$ cat src/rtl/serial_rx.sv
// serial_rx: 8N1 UART receiver that delivers each byte through a valid/ack handshake on sysclk.
// Define SERIAL_RX_PARITY_EN to expect an even-parity bit between the data bits and the stop bit.
module serial_rx #(
  parameter int CLKS_PER_BIT = 5208,
  parameter int CNT_W        = 13
) (
  input  logic       sysclk,
  input  logic       reset_n,
  input  logic       serialIn,
  input  logic       rx_ack,
  output logic [7:0] rx_data,
  output logic       rx_valid,
  output logic       frame_err,
  output logic       overrun,
  output logic       parity_err,
  output logic       busy
);

  typedef enum logic [2:0] {
    IDLE   = 3'd0,
    START  = 3'd1,
    DATA   = 3'd2,
    PARITY = 3'd3,
    STOP   = 3'd4
  } state_t;

  localparam logic [CNT_W-1:0] CNT_ZERO  = {CNT_W{1'b0}};
  localparam logic [CNT_W-1:0] CNT_ONE   = {{(CNT_W-1){1'b0}}, 1'b1};
  localparam logic [CNT_W-1:0] HALF_LAST = CNT_W'((CLKS_PER_BIT / 32'sd2) - 32'sd1);
  localparam logic [CNT_W-1:0] FULL_LAST = CNT_W'(CLKS_PER_BIT - 32'sd1);

  state_t           state_r, state_nxt_s;
  logic [CNT_W-1:0] cnt_r, cnt_nxt_s;
  logic [2:0]       idx_r, idx_nxt_s;
  logic [7:0]       shift_r, shift_nxt_s;
  logic             sync1_r, sync2_r, prev_r;
  logic             fall_s;
  logic             stop_ok_s, ferr_s, perr_s;

`ifdef SERIAL_RX_PARITY_EN
  logic par_r, par_nxt_s;

  // Returns 1 when data plus parity bit do not have even parity.
  function automatic logic parity_bad(input logic [7:0] data, input logic par);
    return ^{data, par};
  endfunction
`endif

  // Two-flop synchroniser plus edge-detect history; presets high so reset never looks like a start bit.
  always_ff @(posedge sysclk or negedge reset_n) begin
    if (!reset_n) begin
      sync1_r <= 1'b1;
      sync2_r <= 1'b1;
      prev_r  <= 1'b1;
    end else begin
      sync1_r <= serialIn;
      sync2_r <= sync1_r;
      prev_r  <= sync2_r;
    end
  end

  assign fall_s = prev_r & ~sync2_r;

  // Frame state, bit-period counter, bit index and shift register.
  always_ff @(posedge sysclk or negedge reset_n) begin
    if (!reset_n) begin
      state_r <= IDLE;
      cnt_r   <= CNT_ZERO;
      idx_r   <= 3'd0;
      shift_r <= 8'h00;
`ifdef SERIAL_RX_PARITY_EN
      par_r   <= 1'b0;
`endif
    end else begin
      state_r <= state_nxt_s;
      cnt_r   <= cnt_nxt_s;
      idx_r   <= idx_nxt_s;
      shift_r <= shift_nxt_s;
`ifdef SERIAL_RX_PARITY_EN
      par_r   <= par_nxt_s;
`endif
    end
  end

  // Next-state logic; every sample point is an equality compare, after which the counter restarts.
  always_comb begin
    state_nxt_s = state_r;
    cnt_nxt_s   = cnt_r + CNT_ONE;
    idx_nxt_s   = idx_r;
    shift_nxt_s = shift_r;
    stop_ok_s   = 1'b0;
    ferr_s      = 1'b0;
    perr_s      = 1'b0;
`ifdef SERIAL_RX_PARITY_EN
    par_nxt_s   = par_r;
`endif
    case (state_r)
      IDLE: begin
        cnt_nxt_s = CNT_ZERO;
        idx_nxt_s = 3'd0;
        if (fall_s) begin
          state_nxt_s = START;
        end else begin
          state_nxt_s = IDLE;
        end
      end
      START: begin
        if (cnt_r == HALF_LAST) begin
          cnt_nxt_s = CNT_ZERO;
          if (sync2_r) begin
            state_nxt_s = IDLE;
          end else begin
            state_nxt_s = DATA;
          end
        end else begin
          state_nxt_s = START;
        end
      end
      DATA: begin
        if (cnt_r == FULL_LAST) begin
          cnt_nxt_s          = CNT_ZERO;
          shift_nxt_s[idx_r] = sync2_r;
          if (idx_r == 3'd7) begin
            idx_nxt_s = 3'd0;
`ifdef SERIAL_RX_PARITY_EN
            state_nxt_s = PARITY;
`else
            state_nxt_s = STOP;
`endif
          end else begin
            idx_nxt_s = idx_r + 3'd1;
          end
        end else begin
          state_nxt_s = DATA;
        end
      end
`ifdef SERIAL_RX_PARITY_EN
      PARITY: begin
        if (cnt_r == FULL_LAST) begin
          cnt_nxt_s   = CNT_ZERO;
          par_nxt_s   = sync2_r;
          state_nxt_s = STOP;
        end else begin
          state_nxt_s = PARITY;
        end
      end
`endif
      STOP: begin
        if (cnt_r == FULL_LAST) begin
          cnt_nxt_s   = CNT_ZERO;
          state_nxt_s = IDLE;
`ifdef SERIAL_RX_PARITY_EN
          if (parity_bad(shift_r, par_r)) begin
            perr_s = 1'b1;
          end else if (!sync2_r) begin
            ferr_s = 1'b1;
          end else begin
            stop_ok_s = 1'b1;
          end
`else
          if (!sync2_r) begin
            ferr_s = 1'b1;
          end else begin
            stop_ok_s = 1'b1;
          end
`endif
        end else begin
          state_nxt_s = STOP;
        end
      end
      default: begin
        state_nxt_s = IDLE;
        cnt_nxt_s   = CNT_ZERO;
      end
    endcase
  end

  // Registered outputs: byte handoff, error pulses and busy.
  always_ff @(posedge sysclk or negedge reset_n) begin
    if (!reset_n) begin
      rx_data    <= 8'h00;
      rx_valid   <= 1'b0;
      frame_err  <= 1'b0;
      overrun    <= 1'b0;
      parity_err <= 1'b0;
      busy       <= 1'b0;
    end else begin
      frame_err  <= ferr_s;
      parity_err <= perr_s;
      overrun    <= stop_ok_s & rx_valid & ~rx_ack;
      busy       <= (state_nxt_s != IDLE);
      // A completing byte wins over an ack in the same cycle; otherwise the held byte is kept.
      if (stop_ok_s && (!rx_valid || rx_ack)) begin
        rx_data  <= shift_r;
        rx_valid <= 1'b1;
      end else if (rx_ack) begin
        rx_valid <= 1'b0;
      end else begin
        rx_valid <= rx_valid;
      end
    end
  end

endmodule
$ cat config.mk
export PLATFORM = sky130hd
export DESIGN_NAME = serial_rx
export DESIGN_NICKNAME = d
export VERILOG_FILES = /design/src/rtl/serial_rx.sv
export SDC_FILE = /design/constraint.sdc
export NUM_CORES = 1
export LEC_CHECK = 0
export BUFFER_PORTS_ARGS = -buffer_cell sky130_fd_sc_hd__buf_2
export CAP_MARGIN = 20
export CORE_ASPECT_RATIO = 1.2
export CORE_MARGIN = 2
export CORE_UTILIZATION = 60
export DETAILED_ROUTE_END_ITERATION = 6
export PLACE_DENSITY = 0.8
export SLEW_MARGIN = 5
export SYNTH_ARGS = -nofsm -noshare
export SYNTH_HDL_FRONTEND = slang
export SYNTH_SLANG_ARGS = --single-unit
export TNS_END_PERCENT = 50
$ cat constraint.sdc
create_clock -name sysclk -period 3.7 [get_ports sysclk]
set_input_delay 0.37 -clock sysclk [delete_from_list [all_inputs] [get_ports sysclk]]
set_output_delay 0.37 -clock sysclk [all_outputs]
set_load 0.02 [all_outputs]
### Word-level counts from Yosys, hierarchy flattened

Cells that the tools add are included.
Widths: inputs -> output; s select.

* output and inout port bits: 13
* flip-flop bits (word level): 42
* input port bits: 4
* word-level logic and storage cells: 63

* bitwise operators: 5
* magnitude comparators: 2
* mux-type cells: 24
* reductions and logical operators: 11
* equality and inequality tests: 7
* add/sub/neg operators: 2

Operators with widths (count)
* $mux 13: 2
* $pmux 13 s2: 1
* $mux 3: 6
* $add 13x1->13 const B: 1
* $eq 13x12->1 const B: 1
* $eq 13x13->1 const B: 1
* $pmux 3 s4: 1
* $mux 1: 10
* $bwmux 8: 1
* $eq 3x3->1 const B: 2
* $pmux 3 s2: 1
* $lt 3x4->1 const B: 1
* $reduce_and 2->1: 2
* $reduce_bool 2->1: 2
* $add 3x1->3 const B: 1
* $and 1x1->1: 3
* $demux 1 s3: 1
* $eq 3x1->1 const B: 1
* $eq 3x2->1 const B: 1
* $ge 3x1->1 const B: 1
* $logic_not 3->1: 1
* $reduce_bool 3->1: 1
* $logic_and 1x1->1: 2
* $mux 2: 1
* other kinds (5): 6

### Longest topological paths before layout

Gate-level depths: netlist of run 1.

* depth in word-level cells: 5
* mapped depth: 6
* mapped depth without buffers: 5

### Least setup slack after synthesis of run 1

Ideal clock, no wire load.

* path type: register -> register
* start point: register cnt_r[0]
* end point: register rx_data[0]
* buffers on the path: 0
* period minus slack after synthesis: 1.858 ns
* slack: 1.842 ns
* stages on the path, launching flop included: 6
* data arrival time: 1.734 ns
* data required time: 3.575 ns
* library setup time: 0.125 ns
* cell sequence: dfrtp_1 ha_1 and4bb_2 nand3_4 nor3b_4 mux2_2

* longest elaborated chain between the ends: 4

Ends and longest elaborated chain
* start: declaration: RTL line 33 `logic [CNT_W-1:0] cnt_r, cnt_nxt_s;`
* start signal: assignment: RTL line 76 `cnt_r <= cnt_nxt_s;`
* $eq 13x13->1: RTL line 149 `if (cnt_r == FULL_LAST) begin`
* $mux 1: RTL line 149
* $mux 1: RTL line 97 `case (state_r)`
* $logic_and 1x1->1: RTL line 193 `if (stop_ok_s && (!rx_valid || rx_ack)) begin`
* end signal: assignment: RTL line 194 `rx_data <= shift_r;`
* end: declaration: RTL line 11 `output logic [7:0] rx_data,`

Every way passes these cells.
A chain may end at the register's enable or synchronous reset.

### Worst setup path after layout of run 1

* start point: register cnt_r[0]
* end point: register cnt_r[6]

* longest elaborated chain between the ends: 3
* elaborated cells on any way between the ends: 6
* classes of those cells: 1 x add/sub; 2 x eq/ne; 3 x mux

Ends and longest elaborated chain
* $add 13x1->13 (tied with other cells): RTL line 88 `cnt_nxt_s = cnt_r + CNT_ONE;`
* $mux 13 (on tied branches): RTL line 120, 149, 108
* $pmux 13 s2 *: RTL line 97
* via cnt_nxt_s[6]: RTL line 33

Mark *: on every way through the listed nets, which the timed path passes. The rest lies on a longest branch.

==> results.toml, run 1 <==
[cells_and_area]
utilization = 0.677
antenna_cells = 0
area_growth_pct = 6.66
layout-drive-gt1-share = 0.269
nets = 192

[drt]
ant_nets = 0
dr.pass1.iters = 4
vias_per_cell = 5.99
drcViolationCount = 0
drt_iter0_drc = 41
routed_wl_mm = 3.50
wl_per_cell_um = 15.8
dr_total_vias = 1330

[floorplan]
rows = 22
die_x_um = 56.4
die-height_um = 66.8
io_pins = 17
core-area_sq_um = 3110
start_util = 0.634
die_area_sq_um = 3770

[yosys]
synth_xor_area_frac = 0.0533
ys.flop_type = "dfrtp_1"
synth_cells = 174
yosys.area.top_type = "dfrtp_1"
synth_top_area_share = 0.495
synth_cell_types = 35
synth-simple-area-share = 0.230
synth_top_family_by_area = "simple AND/OR/NAND/NOR gates"
synth_compound_area_frac = 0.0342
ys_seq_area_frac = 0.535
syn_area_sq_um = 1970
ys.warnings.count = 0
synthTopCellsByArea = "dfrtp_1, mux2_2, xnor2_1, dfstp_2, nor2_1"
synthAdderAreaFrac = 0.0190
synthMuxAreaShare = 0.0913
async_flop_share = 1.00
synth_nets = 181
ys_seq_elements = 42
syn_avg_cell_area_sq_um = 11.3
synth-edff-count = 0

[pwr]
power_density_nw_per_um2 = 435
ir_worst_vdd_uv = 310
power_leakage_nw = 0.969

[sta]
fmax_ghz = 0.447
slew_headroom = 0.312
hold_viol_final = 0
fin_tns_setup_ns = 0
setup_viol = 0
fin_crit_ns = 2.24
finClkSkew_ns = 0.0145
post-route-period-util = 0.604
rsz0062_at_grt = "false"
setup_slack_ns = 1.46
worst_pin_slew_ns = 1.03
slew_viol_final = 0

[cts]
clk_latency_ns = 0.36
cts_hold_buf = 0
cts_setup_buffers = 0
cts_made_buffers = 5
ctsResizeCount = 0
cts-htree-levels = 2
clk_transition_reported_paths_ns = 0.12
cts_sinks = 42
cts_tree = "yes"
clk_path_buf_depth = 2
root_buffer = "clkbuf_4"

[worst_setup_path]
crit_path_start_kind = "flop"
crit_type = "reg2reg"
cp.required_ns = 3.90
cp_max_fo = 13
crit_slowest_cell = "a32oi_1"
crit_family = "compound AO/OA/AOI/OAI gates"
worstPathCellList = "ha_1 -> and4bb_2 -> nand3_4 -> a32oi_1 -> nor2_1"
endpoint_kind = "flop"
cp.arrival_ns = 2.44
worst-path-buf-inv = 0
critPathMaxStageDelay_ns = 0.81

[grt]
antenna_found_initial = 0
grt_max_degree = 43
grt_pass1_wl_mm = 6.19
grt-ovfl-total = 0
first_global_vias = 1312
grtUsageTotal = 0.221

[placement]
place_hpwl_mm = 2.48
pre_cts_slack_ns = 1.47
routabilityCongestion = 0.829
port_buffers = 15

[hold_path]
worst_hold_path_type = "in2async"

[outcome]
status = "complete, no violations"

[flow_run]
cap_violations = 0
layout make-up:
cell class | instances | area [sq um]
clock buffer | 6 | 51.3
clock inverter | 2 | 12.5
fill | 239 | 1010
inverter | 5 | 18.8
multi-input combinational | 116 | 847
sequential | 42 | 1050
tap | 36 | 45.0
timing repair buffer | 15 | 75.1
cell usage in the layout, fill, tap and decap left out, drive strengths merged, types with 2 or more instances in the layout:
cell,instances
a21o,2
and4,2
and4bb,3
buf,15
clkbuf,6
dfrtp,39
dfstp,3
ha,3
inv,5
mux2,16
nand2,7
nand3,13
nand4,5
nand4b,2
nor2,20
nor2b,2
nor3,7
nor3b,3
nor4,4
nor4b,2
o21ai,5
or4,2
xnor2,10
xor2,2
synth_stat cells (2+ instances only):
cell type / count
nand3_1: 12
mux2_2: 16
a21o_1: 2
nor2b_1: 2
nor4b_2: 2
buf_4: 2
xor2_1: 2
clkbuf_1: 5
nor3_1: 7
ha_1: 3
and4_1: 2
buf_2: 3
dfstp_2: 3
nand4b_1: 2
xnor2_1: 10
or4_1: 2
nor4_1: 4
dfrtp_1: 39
inv_1: 5
nor2_1: 20
nand4_1: 5
and4bb_2: 3
o21ai_0: 5
nand2_1: 7
per-layer routing:
| layer | global-route usage | share of wire | vias to the layer above |
|---|---|---|---|
| met1 | 0.269 | 0.42 | 661 |
| met3 | 0.0369 | 0.033 | 8 |
| li1 | - | - | 637 |
| met4 | 0.128 | 0.023 | 0 |
| met5 | 0 | 0 | - |
| met2 | 0.372 | 0.52 | 24 |
worst paths after layout:
path,startpoint,to,slack (ns),cells after the start
min,reset_n,frame_err,0.11,1
max in group asynchronous,reset_n,shift_r[3],3.03,1
max,cnt_r[0],cnt_r[6],1.46,5
min in group sysclk,serialIn,sync1_r,0.11,1
min reg2reg,sync1_r,sync2_r,0.36,0
max reg2reg,cnt_r[0],cnt_r[6],1.46,5
power by group:
group / internal [mW] / leakage (nW) / total, mW / switching, mW
sequential: 0.499 / 0.553 / 0.560 / 0.0607
clock: 0.0914 / 0.0343 / 0.238 / 0.146
combinational: 0.0544 / 0.382 / 0.119 / 0.0641
cells by family (layout without fill, tap and decap cells):
kind of cell,Yosys count,count (layout)
AO/OA/AOI/OAI,10,10
XOR/XNOR,12,12
adder cells (fa/ha/maj),3,3
buffers and inverters,16,28
flip-flops,42,42
multiplexers,16,16
other,1,1
AND/OR/NAND/NOR,74,74
metrics by stage:
step / power (mW) / std cells / hold WS, ns / area [sq um]
after floorplan: 0.650 / 174 / 0.0744 / 1970
after global placement: 0.672 / 214 / 0.347 / 2040
after detailed placement: 0.687 / 214 / 0.347 / 2040
after CTS: 0.923 / 222 / 0.0997 / 2100
after global routing: 0.961 / 222 / 0.0951 / 2100
final: 0.916 / 222 / 0.113 / 2100
sequential cells by signal, summed over array words and instances (netlist names):
register   cells
busy           1
rx_valid       1
rx_data        8
frame_err      1
sync2_r        1
state_r        3
shift_r        8
prev_r         1
sync1_r        1
idx_r          3
cnt_r         13
overrun        1
worst register-to-register path, stage by stage (launching register included):
cell and delay (ns):
dfrtp_1 0.40, ha_1 0.24, and4bb_2 0.32, nand3_4 0.15, a32oi_1 0.81, nor2_1 0.15
No activity file was read; power rests on OpenSTA's default activity.
==> run 2, diff against run 1 <==
--- a/config.mk
+++ b/config.mk
@@ -9,9 +9,9 @@
 export CAP_MARGIN = 20
 export CORE_ASPECT_RATIO = 1.2
 export CORE_MARGIN = 2
-export CORE_UTILIZATION = 60
+export CORE_UTILIZATION = 52
 export DETAILED_ROUTE_END_ITERATION = 6
-export PLACE_DENSITY = 0.8
+export PLACE_DENSITY = 0.74
 export SLEW_MARGIN = 5
 export SYNTH_ARGS = -nofsm -noshare
 export SYNTH_HDL_FRONTEND = slang
==> constraint.sdc (replaced) <==
create_clock -name sysclk -period 1.79 [get_ports sysclk]
set_input_delay 0.179 -clock sysclk [delete_from_list [all_inputs] [get_ports sysclk]]
set_output_delay 0.179 -clock sysclk [all_outputs]
set_load 0.02 [all_outputs]
==> run 2 against run 1 <==
The run now ends with negative setup slack left. Wire length is 18% higher. Sequential power rose by 95%. Clock skew is 0.0045 ns lower.
==> results.toml, run 2 (synthesized netlist as in run 1, its figures left out) <==
[drt]
dr.pass1.iters = 4
routed_wl_mm = 4.14
wl_per_cell_um = 15.3
vias_per_cell = 5.42
dr_total_vias = 1463
ant_nets = 0
drcViolationCount = 0
drt_iter0_drc = 63

[cells_and_area]
top_register = "cnt_r"
largest_register_ffs = 13
reg.largest.list = "cnt_r x13, rx_data x8, shift_r x8"
antenna_cells = 0
final_common_cell = "dfrtp_1"
layout-drive-gt1-share = 0.390
design_area_sq_um = 2550
area_growth_pct = 29.2
nets = 224
n_fill_cell = 272
final_cell_mix = "dfrtp_1, buf_4, nor2_1"

[worst_setup_path]
cp_max_fo = 8
crit_path_start_kind = "flop"
cp.arrival_ns = 2.04
endpoint_kind = "flop"
crit_type = "reg2reg"
cp.required_ns = 1.97
r2r_setup_slack_ns = -0.07

[placement]
port_buffers = 15
place_hpwl_mm = 2.72
place_area_sq_um = 2270
pre_cts_slack_ns = -0.0947
routabilityCongestion = 0.846

[cts]
cts-htree-levels = 2
cts_tree = "yes"
cts_sinks = 42
clk_transition_reported_paths_ns = 0.08
root_buffer = "clkbuf_8"
cts_made_buffers = 5
clk_path_buf_depth = 2
clk_latency_ns = 0.30

[pwr]
power_leakage_nw = 1.17
power_density_nw_per_um2 = 911
ir_worst_vdd_uv = 617

[grt]
antenna_found_initial = 0
gr-max-usage-layer = "met2"
grtUsageTotal = 0.200
grt_max_degree = 43
grt-ovfl-total = 0
grt_util_met3 = 0.0451
first_global_vias = 1438
grt_pass1_wl_mm = 6.47
use_met2 = 0.354
grt_use_met1 = 0.236

[sta]
slew_viol_final = 0
slew_headroom = 0.653
fin_tns_setup_ns = -0.729
hold_viol_final = 0
finClkSkew_ns = 0.00997
timing.hold.ws_ns = 0.177
post-route-period-util = 1.04
rsz0062_at_grt = "true"
setup_slack_ns = -0.0733
fin_crit_ns = 1.86
setup_viol = 12
worst_pin_slew_ns = 0.521
fmax_ghz = 0.537

[floorplan]
start_util = 0.543
die-height_um = 71.5
rows = 24
io_pins = 17
die_x_um = 60.2
die_area_sq_um = 4310
core-area_sq_um = 3630

[hold_path]
worst_hold_path_type = "in2reg"

[flow_run]
cap_violations = 0

[outcome]
violations = "negative setup slack"
status = "finished with violations"
-- run 2: cell types whose count changed in the layout (fill, tap and decap cells not counted), sizes merged --
cell         before  now
dlygate4sd3       0    2
clkbuf            6    5
buf              15   45
clkinv            1    2
bufinv            0    1
clkinvlp          1    0
-- run 2: final timing paths --
kind                         endpoint  depth (start not counted)  startpoint
hold reg to reg               sync2_r                          0     sync1_r
hold / removal                overrun                          3      rx_ack
min in group asynchronous     overrun                          3     reset_n
setup / recovery           rx_data[6]                          7    cnt_r[0]
max in group asynchronous      prev_r                          3     reset_n
setup reg to reg           rx_data[6]                          7    cnt_r[0]
-- run 2: through the flow --
stage / utilization / instances / power (mW)
after CTS: 0.669 / 266 / 2.32
after global placement: 0.624 / 254 / 1.54
after floorplan: - / 174 / 1.36
after global routing: 0.701 / 270 / 2.44
after detailed placement: 0.624 / 254 / 1.57
final: 0.701 / 270 / 2.32
-- run 2: timing repair --
item,CTS,global route
pin swaps,1,2
hold buffers,2,0
endpoints found under the hold margin,40,0
resized for setup,4,19
buffers inserted,2,4
endpoints found under the setup margin,8,21
-- run 2: worst max-delay path: stages, from the launching register on --
cell and delay (ns):
dfrtp_1 0.40, ha_4 0.15, and4bb_2 0.29, buf_6 0.12, nand3_4 0.08, nor3b_4 0.24
buf_12 0.17, mux2_4 0.30
-- run 2: cell type report --
type / count / area, sq um / share of cell area
Tap cell: 52 / 65.1 / 0.0255
Clock inverter: 3 / 40.0 / 0.0157
Sequential cell: 42 / 1050 / 0.414
Inverter: 5 / 18.8 / 0.00736
Multi-Input combinational cell: 116 / 957 / 0.376
Timing Repair Buffer: 47 / 344 / 0.135
Clock buffer: 5 / 68.8 / 0.0270
-- run 2: power breakdown --
group | leakage [nW] | internal, mW | switching (mW)
Clock | 0.0579 | 0.411 | 0.324
Combinational | 0.558 | 0.253 | 0.241
Sequential | 0.553 | 1.03 | 0.0611
Total | 1.17 | 1.70 | 0.627
-- run 2: routing by layer --
metal | up-vias | share of wire | wire length (um)
met5 | - | 0 | 0
met4 | 0 | 0.015 | 61
met3 | 7 | 0.025 | 102
met2 | 19 | 0.55 | 2270
met1 | 740 | 0.41 | 1700
li1 | 697 | - | -
==> run 3, diff against run 2 <==
--- a/config.mk
+++ b/config.mk
@@ -12,6 +12,7 @@
 export CORE_UTILIZATION = 52
 export DETAILED_ROUTE_END_ITERATION = 6
 export PLACE_DENSITY = 0.74
+export RECOVER_POWER = 25
 export SLEW_MARGIN = 5
 export SYNTH_ARGS = -nofsm -noshare
 export SYNTH_HDL_FRONTEND = slang
==> run 3 against run 2 <==
The flow still finishes with violations (negative setup slack). Via count about the same. Cell count stayed put. Sequential power about the same. Clock power hardly changed. Sequential share of layout area hardly changed. First-iteration DRC count stayed put. Critical path type unchanged. Critical endpoint unchanged.
==> results.toml, run 3 (synthesized netlist as in run 1, its figures left out) <==
[cts]
clk_latency_ns = 0.30
clk_path_buf_depth = 2
root_buffer = "clkbuf_8"
cts_sinks = 42
cts_made_buffers = 5
clk_transition_reported_paths_ns = 0.08
cts-htree-levels = 2
cts_tree = "yes"

[worst_setup_path]
cp_max_fo = 8
worstPathCellList = "ha_4 -> and4bb_2 -> buf_6 -> nand3_4 -> nor3b_4 -> buf_12 -> mux2_4"
crit_family = "simple AND/OR/NAND/NOR gates"
endpoint_kind = "flop"
crit_start = "cnt_r[0]"
crit_path_start_kind = "flop"
worst-path-buf-inv = 2
cp.required_ns = 1.97
cp.arrival_ns = 2.04
r2r-start = "cnt_r[0]"
critPathMaxStageDelay_ns = 0.40
crit_slowest_cell = "dfrtp_1"
crit_type = "reg2reg"

[sta]
setup_viol = 12
slew_headroom = 0.318
fmax_ghz = 0.537
timing.hold.ws_ns = 0.177
finClkSkew_ns = 0.00997
setup_slack_ns = -0.0733
fin_tns_setup_ns = -0.729
worst_pin_slew_ns = 1.02
rsz0062_at_grt = "true"
post-route-period-util = 1.04
fin_crit_ns = 1.86
hold_viol_final = 0
slew_viol_final = 0

[floorplan]
die_x_um = 60.2
start_util = 0.543
die_area_sq_um = 4310
die-height_um = 71.5
core-area_sq_um = 3630
io_pins = 17
rows = 24

[outcome]
violations = "negative setup slack"
status = "finished with violations"

[pwr]
ir_worst_vdd_uv = 617
power_leakage_nw = 1.17
power_density_nw_per_um2 = 912

[grt]
antenna_found_initial = 0
grt_pass1_wl_mm = 6.47
grt-ovfl-total = 0
grtUsageTotal = 0.200
grt_max_degree = 43
first_global_vias = 1438

[cells_and_area]
layout-drive-gt1-share = 0.390
antenna_cells = 0
utilization = 0.701
reg.largest.list = "cnt_r x13, rx_data x8, shift_r x8"
final_cell_mix = "dfrtp_1, buf_4, nor2_1"
top_register = "cnt_r"
area_growth_pct = 29.0
stdcell_count = 270
largest_register_ffs = 13
nets = 224
final_common_cell = "dfrtp_1"

[placement]
routabilityCongestion = 0.846
placed_cells = 254
port_buffers = 15
place_hpwl_mm = 2.72

[drt]
vias_per_cell = 5.41
dr_total_vias = 1462
ant_nets = 0
drcViolationCount = 0
routed_wl_mm = 4.14
dr.pass1.iters = 4
wl_per_cell_um = 15.3
drt_iter0_drc = 63

[flow_run]
cap_violations = 0

[hold_path]
hold_start = "rx_ack"
worst_hold_path_type = "in2reg"
## run 3: cell count changes in the layout (fill, tap and decap cells not counted)
cell / before / now
clkbuf_2: 0 / 1
buf_4: 26 / 25
## run 3: timing repair
item,4_1_cts,5_1_grt
setup buffers,2,4
resized for setup,4,19
pin swaps,1,2
endpoints found under the hold margin,40,0
setup endpoints to repair,8,21
hold buffers,2,0
## run 3: power breakdown
group          leakage [nW]  switching (mW)  internal (mW)
clock                0.0579           0.324          0.411
sequential            0.553          0.0611           1.03
combinational         0.557           0.241          0.252
## run 3: worst reg2reg max path, cell delays in order, from the launching register on
cell and delay [ns]:
dfrtp_1 0.40, ha_4 0.15, and4bb_2 0.29, buf_6 0.12, nand3_4 0.08, nor3b_4 0.24
buf_12 0.17, mux2_4 0.30
## run 3: layout make-up
class | count | area (sq um)
tap | 52 | 65.1
inverter | 5 | 18.8
clock buffer | 5 | 68.8
multi-input combinational | 116 | 957
clock inverter | 3 | 40.0
timing repair buffer | 47 | 342
fill | 273 | 1090
sequential | 42 | 1050
## run 3: stage by stage
stage	setup WS, ns	total power [mW]	cell area [sq um]
detailed placement	-0.0947	1.57	2270
finish	-0.0733	2.32	2550
global placement	-0.0343	1.54	2270
global route	-0.147	2.44	2550
CTS	-0.0112	2.32	2430
floorplan	-0.000660	1.36	1990
## run 3: path summary, 6_finish.rpt
check | to | cells past startpoint | slack (ns)
worst max-delay path | rx_data[6] | 7 | -0.07
worst min-delay path | overrun | 3 | 0.18
worst max register to register | rx_data[6] | 7 | -0.07
worst min register to register | sync2_r | 0 | 0.36
max in group asynchronous | cnt_r[3] | 3 | 0.49
min in group asynchronous | overrun | 3 | 0.67
## run 3: layer usage
metal | GRT usage | up-vias | wire length (um)
li1 | - | 697 | -
met1 | 0.236 | 739 | 1700
met2 | 0.354 | 19 | 2270
met3 | 0.0451 | 7 | 102
met4 | 0.0568 | 0 | 61
met5 | 0 | - | 0
